**src/rtl/spi_pkg.sv**
```systemverilog
// Shared constants and state encoding for the SPI master transaction controller.
// DATA_W must be at least 3 so the RX shift register slices stay legal.
package spi_pkg;

    localparam int DATA_W    = 8;
    localparam int LEN_W     = 3;
    localparam int SETUP_CYC = 2;
    localparam int HOLD_CYC  = 2;

    typedef enum logic [1:0] {
        ST_IDLE,
        ST_SETUP,
        ST_XFER,
        ST_HOLD
    } state_t;

endpackage

```
**src/rtl/spi_xfer_ctrl_shift.sv**
```systemverilog
// Serial datapath: TX/RX shift registers, per-byte bit counter and byte-end detection.
// The controller decides when to load and shift; this unit only tracks bit position.
module spi_shift_unit
    import spi_pkg::*;
(
    input  logic              i_clk,
    input  logic              i_rst,
    input  logic              i_clear,
    input  logic              i_cpha,
    input  logic              i_load,
    input  logic [DATA_W-1:0] i_load_data,
    input  logic              i_shift,
    input  logic              i_sample,
    input  logic              i_trail,
    input  logic              i_miso,
    output logic              o_mosi,
    output logic              o_byte_start,
    output logic              o_byte_end,
    output logic              o_rx_strobe,
    output logic [DATA_W-1:0] o_rx_byte
);

    localparam int CNT_W = $clog2(DATA_W);
    localparam logic [CNT_W-1:0] LAST_BIT = CNT_W'(DATA_W - 1);

    logic [DATA_W-1:0] tx_sr;
    logic [DATA_W-2:0] rx_sr;
    logic [CNT_W-1:0]  bit_cnt;
    logic              byte_full;
    logic              last_bit;

    assign last_bit = (bit_cnt == LAST_BIT);

    always_ff @(posedge i_clk or posedge i_rst) begin
        if (i_rst) begin
            tx_sr <= '0;
        end else if (i_load) begin
            tx_sr <= i_load_data;
        end else if (i_shift) begin
            tx_sr <= {tx_sr[DATA_W-2:0], 1'b0};
        end
    end

    // byte_full bridges the 8th leading-edge sample to the trailing edge that
    // closes the byte when CPHA=0; with CPHA=1 the closing edge is the sample itself.
    always_ff @(posedge i_clk or posedge i_rst) begin
        if (i_rst) begin
            rx_sr     <= '0;
            bit_cnt   <= '0;
            byte_full <= 1'b0;
        end else if (i_clear) begin
            bit_cnt   <= '0;
            byte_full <= 1'b0;
        end else begin
            if (i_sample) begin
                rx_sr   <= {rx_sr[DATA_W-3:0], i_miso};
                bit_cnt <= bit_cnt + CNT_W'(1);
            end
            if (i_sample && last_bit) begin
                byte_full <= 1'b1;
            end else if (i_trail) begin
                byte_full <= 1'b0;
            end
        end
    end

    assign o_mosi       = tx_sr[DATA_W-1];
    assign o_byte_start = (bit_cnt == '0);
    assign o_byte_end   = i_trail & (i_cpha ? last_bit : byte_full);
    assign o_rx_strobe  = i_sample & last_bit;
    assign o_rx_byte    = {rx_sr, i_miso};

endmodule

```
**src/rtl/spi_xfer_ctrl.sv**
```systemverilog
// SPI master transaction controller: sequences CS, the divider hold and byte loads
// around a one-entry TX buffer, and reports received bytes and completion.
module spi_xfer_ctrl
    import spi_pkg::*;
(
    input  logic              i_clk,
    input  logic              i_rst,
    input  logic              i_start,
    input  logic [LEN_W-1:0]  i_len,
    input  logic              i_cpha,
    input  logic [DATA_W-1:0] i_tx_data,
    input  logic              i_tx_valid,
    output logic              o_tx_ready,
    output logic [DATA_W-1:0] o_rx_data,
    output logic              o_rx_valid,
    input  logic              i_lead_edge,
    input  logic              i_trail_edge,
    output logic              o_div_hold,
    output logic              o_cs_n,
    output logic              o_mosi,
    input  logic              i_miso,
    output logic              o_busy,
    output logic              o_done,
    output logic              o_underrun
);

    localparam int CYC_MAX = (SETUP_CYC > HOLD_CYC) ? SETUP_CYC : HOLD_CYC;
    localparam int CYC_W   = $clog2(CYC_MAX + 1);
    localparam logic [CYC_W-1:0] SETUP_LAST = CYC_W'(SETUP_CYC - 1);
    localparam logic [CYC_W-1:0] HOLD_LAST  = CYC_W'(HOLD_CYC);

    state_t            state, state_nxt;
    logic [CYC_W-1:0]  cyc_cnt;
    logic [LEN_W-1:0]  len_q;
    logic [LEN_W-1:0]  byte_cnt;
    logic              cpha_q;
    logic [DATA_W-1:0] tx_buf;
    logic              tx_full;

    logic              start_acc;
    logic              in_xfer;
    logic              lead;
    logic              trail;
    logic              sample;
    logic              shift_edge;
    logic              load;
    logic              shift;
    logic              load_empty;
    logic [DATA_W-1:0] load_data;
    logic              last_byte;
    logic              byte_start;
    logic              byte_end;
    logic              rx_strobe;
    logic [DATA_W-1:0] rx_byte;

    assign start_acc  = (state == ST_IDLE) & i_start;
    assign in_xfer    = (state == ST_XFER);
    assign lead       = i_lead_edge & in_xfer;
    assign trail      = i_trail_edge & in_xfer;
    assign sample     = cpha_q ? trail : lead;
    assign shift_edge = cpha_q ? lead : trail;
    assign last_byte  = (byte_cnt == len_q);

    // CPHA=0 needs byte 0 on the wire before the first edge, so it loads as the
    // start is accepted; later bytes load where the shift would otherwise happen.
    assign load = (start_acc & ~i_cpha)
                | (cpha_q & lead & byte_start)
                | (~cpha_q & byte_end & ~last_byte);
    assign shift = shift_edge & ~load;

    assign load_empty = ~tx_full & ~i_tx_valid;
    assign load_data  = tx_full ? tx_buf : (i_tx_valid ? i_tx_data : '0);
    assign o_tx_ready = ~tx_full;

    spi_shift_unit u_shift (
        .i_clk        (i_clk),
        .i_rst        (i_rst),
        .i_clear      (start_acc),
        .i_cpha       (cpha_q),
        .i_load       (load),
        .i_load_data  (load_data),
        .i_shift      (shift),
        .i_sample     (sample),
        .i_trail      (trail),
        .i_miso       (i_miso),
        .o_mosi       (o_mosi),
        .o_byte_start (byte_start),
        .o_byte_end   (byte_end),
        .o_rx_strobe  (rx_strobe),
        .o_rx_byte    (rx_byte)
    );

    always_ff @(posedge i_clk or posedge i_rst) begin
        if (i_rst) begin
            state   <= ST_IDLE;
            cyc_cnt <= '0;
        end else begin
            state <= state_nxt;
            if (state_nxt != state) begin
                cyc_cnt <= '0;
            end else if (state == ST_SETUP || state == ST_HOLD) begin
                cyc_cnt <= cyc_cnt + CYC_W'(1);
            end
        end
    end

    // HOLD runs one extra cycle past HOLD_CYC so CS can rise with the done strobe
    // while busy is still asserted.
    always_comb begin
        state_nxt  = state;
        o_cs_n     = 1'b1;
        o_div_hold = 1'b1;
        o_busy     = 1'b0;
        o_done     = 1'b0;
        case (state)
            ST_IDLE: begin
                if (i_start) state_nxt = ST_SETUP;
            end
            ST_SETUP: begin
                o_cs_n = 1'b0;
                o_busy = 1'b1;
                if (cyc_cnt == SETUP_LAST) state_nxt = ST_XFER;
            end
            ST_XFER: begin
                o_cs_n     = 1'b0;
                o_busy     = 1'b1;
                o_div_hold = 1'b0;
                if (byte_end && last_byte) state_nxt = ST_HOLD;
            end
            ST_HOLD: begin
                o_busy = 1'b1;
                if (cyc_cnt == HOLD_LAST) begin
                    o_done    = 1'b1;
                    state_nxt = ST_IDLE;
                end else begin
                    o_cs_n = 1'b0;
                end
            end
            default: state_nxt = ST_IDLE;
        endcase
    end

    // A byte offered while the buffer is empty at a load point goes straight to
    // the shift register and never occupies the buffer.
    always_ff @(posedge i_clk or posedge i_rst) begin
        if (i_rst) begin
            tx_full <= 1'b0;
            tx_buf  <= '0;
        end else if (load && tx_full) begin
            tx_full <= 1'b0;
        end else if (i_tx_valid && !tx_full && !load) begin
            tx_full <= 1'b1;
            tx_buf  <= i_tx_data;
        end
    end

    always_ff @(posedge i_clk or posedge i_rst) begin
        if (i_rst) begin
            len_q      <= '0;
            cpha_q     <= 1'b0;
            byte_cnt   <= '0;
            o_underrun <= 1'b0;
            o_rx_data  <= '0;
            o_rx_valid <= 1'b0;
        end else begin
            if (start_acc) begin
                len_q    <= i_len;
                cpha_q   <= i_cpha;
                byte_cnt <= '0;
            end else if (byte_end && !last_byte) begin
                byte_cnt <= byte_cnt + LEN_W'(1);
            end
            if (load && load_empty) begin
                o_underrun <= 1'b1;
            end else if (start_acc) begin
                o_underrun <= 1'b0;
            end
            o_rx_valid <= rx_strobe;
            if (rx_strobe) o_rx_data <= rx_byte;
        end
    end

endmodule

```
**config.mk**
```make
export PLATFORM = sky130hd
export DESIGN_NAME = spi_xfer_ctrl
export DESIGN_NICKNAME = d
export VERILOG_FILES = /design/src/rtl/spi_pkg.sv /design/src/rtl/spi_xfer_ctrl_shift.sv /design/src/rtl/spi_xfer_ctrl.sv
export SDC_FILE = /design/constraint.sdc
export NUM_CORES = 1
export LEC_CHECK = 0
export CAP_MARGIN = 0
export CORE_MARGIN = 1.5
export CORE_UTILIZATION = 53
export CTS_CLUSTER_DIAMETER = 100
export DETAILED_ROUTE_END_ITERATION = 10
export MAX_ROUTING_LAYER = met4
export PLACE_DENSITY = 0.89
export SYNTH_ARGS = -nofsm -noshare
export SYNTH_HDL_FRONTEND = slang
export SYNTH_SLANG_ARGS = --single-unit
```
**constraint.sdc**
```tcl
create_clock -name i_clk -period 2.5 [get_ports i_clk]
set_clock_uncertainty 0.05 [all_clocks]
set_input_delay 0.375 -clock i_clk [delete_from_list [all_inputs] [get_ports i_clk]]
set_output_delay 0.375 -clock i_clk [all_outputs]
set_load 0.005 [all_outputs]
```
==> results.json <==
{
  "status": "complete, no violations",
  "final_area_um2": 2840,
  "fin_crit_sh_pct": 87.9,
  "cts_buffers": 5,
  "avgSynthCellArea_um2": 12.5,
  "die_h_um": 69.1,
  "timing.hold.ws_ns": 0.459,
  "cellPowerDensity_nw_per_um2": 1150,
  "tightest_slew_ns": 0.595,
  "rows": 23,
  "start_util_pct": 56.3,
  "portBuffers": 34,
  "ctsRootBufferMaster": "clkbuf_8",
  "area_growth_pct": 22.3,
  "grt_pass1_wl_mm": 7.47,
  "register_area_um2": 1230,
  "rsz0062_at_grt": "no",
  "hold_viol": 0,
  "synth_area_um2": 2320,
  "clock_latency_ns": 0.30,
  "dpl_worst_slack_ns": 0.289,
  "multi_input_area_um2": 1020,
  "timing.slew.headroom_pct": 60.3,
  "core_area_um2": 4120,
  "p_int_mw": 2.19,
  "synth_edf_count": 0,
  "path_clk_slew_ns": 0.09,
  "vdd_drop_max_mv": 0.699,
  "grt_pass1_vias": 1624,
  "synth_seq_cells": 49,
  "path_max_fanout": 4,
  "initialDrtViolationCount": 86,
  "hold_path_class": "reg2reg",
  "postCtsSetupBuffers": 0,
  "ys.flop_type": "dfrtp_1",
  "setup_ws_ns": 0.302,
  "post_cts_resized": 0,
  "synth_cells": 186,
  "finalSetupViolations": 0,
  "die-area_um2": 4780,
  "syn_nets": 211,
  "finalCriticalPeriod_ns": 2.20,
  "clkPwrFrac_pct": 17.9,
  "dp_hpwl_mm": 2.90,
  "async_flop_share_pct": 100,
  "vias": 1495,
  "fin_tns_setup_ns": 0,
  "combPwrFrac_pct": 39.1,
  "r2r_cells": 6,
  "fin_nets": 251,
  "max_cap_viol_count": 0,
  "fmax_ghz": 0.455,
  "diodes": 0,
  "dpl-instance-area_um2": 2720,
  "firstDrtPassIters": 4,
  "required_ns": 2.08,
  "ys_seq_area_share_pct": 52.9,
  "antenna_found_initial": 0,
  "layout_commonest_cell": "dfrtp_1",
  "route.detailed.drc": 0,
  "drive_above_1_share_pct": 18.9,
  "drtAntennaViolNets": 0,
  "mostFrequentLayoutCells": "dfrtp_1 (49), clkdlybuf4s50_1 (34), mux2i_1 (22), nand2_1 (22), mux2_2 (14)",
  "grt_overflow": 0,
  "gp_congestion": 0.789,
  "rrSetupSlack_ns": 0.61,
  "route.final.wire_length_mm": 4.15,
  "clockBufferDepth": 2,
  "grt_usage_pct": 19.8,
  "vias_per_cell": 5.40,
  "synth.distinct_cells": 36,
  "ios": 35,
  "switchingPower_mw": 1.07,
  "fill_cells": 321,
  "hold-path-cell-count": 1,
  "seqPwrFrac_pct": 43.0,
  "cts_sinks": 49,
  "switching_share_pct": 32.9,
  "h-tree-depth": 2,
  "critical_path_arrival_ns": 1.77,
  "slew_viol_final": 0,
  "grt_max_degree": 50,
  "cts_hold_buf": 0,
  "worstSetupStartpointType": "flop",
  "yosysWarnings": 0,
  "cp-end-kind": "output pin",
  "tritoncts": "yes",
  "wire_per_inst_um": 15.0,
  "crit_type": "reg2out",
  "die_w_um": 69.1,
  "power.leakage_nw": 1.35
}
metrics by stage:
stage,power (mW),utilization (%),cells
floorplan,2.25,-,186
global placement,2.62,66.1,269
detailed placement,2.69,66.1,269
CTS,3.29,68.9,277
global route,3.50,68.9,277
finish,3.26,68.9,277
worst paths after layout:
kind                                          from                to
max in group asynchronous                    i_rst        cyc_cnt[1]
worst min-delay path                   byte_cnt[2]       byte_cnt[2]
worst min register to register         byte_cnt[2]       byte_cnt[2]
worst max register to register  u_shift.bit_cnt[0]  u_shift.tx_sr[2]
worst max-delay path                    cyc_cnt[0]            o_cs_n
min in group asynchronous                    i_rst  u_shift.rx_sr[3]
worst max-delay path: stages, from the launching register on:
cell and delay [ns]:
dfrtp_1 0.41, inv_1 0.06, ha_1 0.21, and3_1 0.20
o21bai_1 0.15, clkdlybuf4s50_1 0.44
synthesized netlist by cell type, drive strengths merged, types with 2 or more instances:
library cell | n | area, µm²
xnor2 | 4 | 35.0
o22ai | 2 | 26.3
clkbuf | 2 | 7.51
o21ai | 2 | 10.0
inv | 8 | 30.0
a311oi | 2 | 23.8
dfrtp | 49 | 1230
ha | 6 | 75.1
buf | 4 | 31.3
and3 | 6 | 37.5
nor2 | 7 | 31.3
a21oi | 7 | 35.0
nand2 | 22 | 82.6
mux2 | 23 | 289
o31ai | 3 | 22.5
mux2i | 22 | 220
nand2b | 4 | 27.5
a22oi | 3 | 22.5
sequential cells by signal (all words and copies together), names as in the netlist:
name,count
byte_cnt,3
cpha_q,1
cyc_cnt,2
len_q,3
o_rx_data,8
o_rx_valid,1
o_underrun,1
state,2
tx_buf,8
tx_full,1
u_shift.bit_cnt,3
u_shift.byte_full,1
u_shift.rx_sr,7
u_shift.tx_sr,8
power groups by stage:
stage | logic [mW] | clock network (mW) | registers (mW)
after floorplan | 0.936 | 0 | 1.31
after global placement | 1.22 | 0 | 1.40
after detailed placement | 1.27 | 0 | 1.42
after CTS | 1.29 | 0.595 | 1.41
after global routing | 1.41 | 0.626 | 1.46
final | 1.28 | 0.584 | 1.41
per-layer routing:
layer | up-vias | global-route usage [%] | share of wire, %
li1 | 728 | - | -
met1 | 723 | 25.2 | 47
met2 | 33 | 30.3 | 47
met3 | 11 | 5.26 | 4.0
met4 | 0 | 7.63 | 2.0
met5 | - | - | 0
area by class of cell:
class | count | share of cell area, %
sequential | 49 | 43.2
multi-input combinational | 123 | 36.1
tap | 50 | 2.21
clock inverter | 3 | 1.68
inverter | 8 | 1.06
timing repair buffer | 39 | 13.3
clock buffer | 5 | 2.43
kinds of logic (layout without fill, tap and decap cells):
kind of cell    count (synthesis)  after routing  synth area share (%)
mux                            45             45                  22.0
fa+ha+maj                       6              6                  3.24
simple gates                   46             46                  10.4
xor+xnor                        4              4                  1.51
flops                          49             49                  52.9
buf+inv                        14             55                  2.97
compound gates                 22             22                  7.07
No activity file was read; power rests on OpenSTA's default activity.
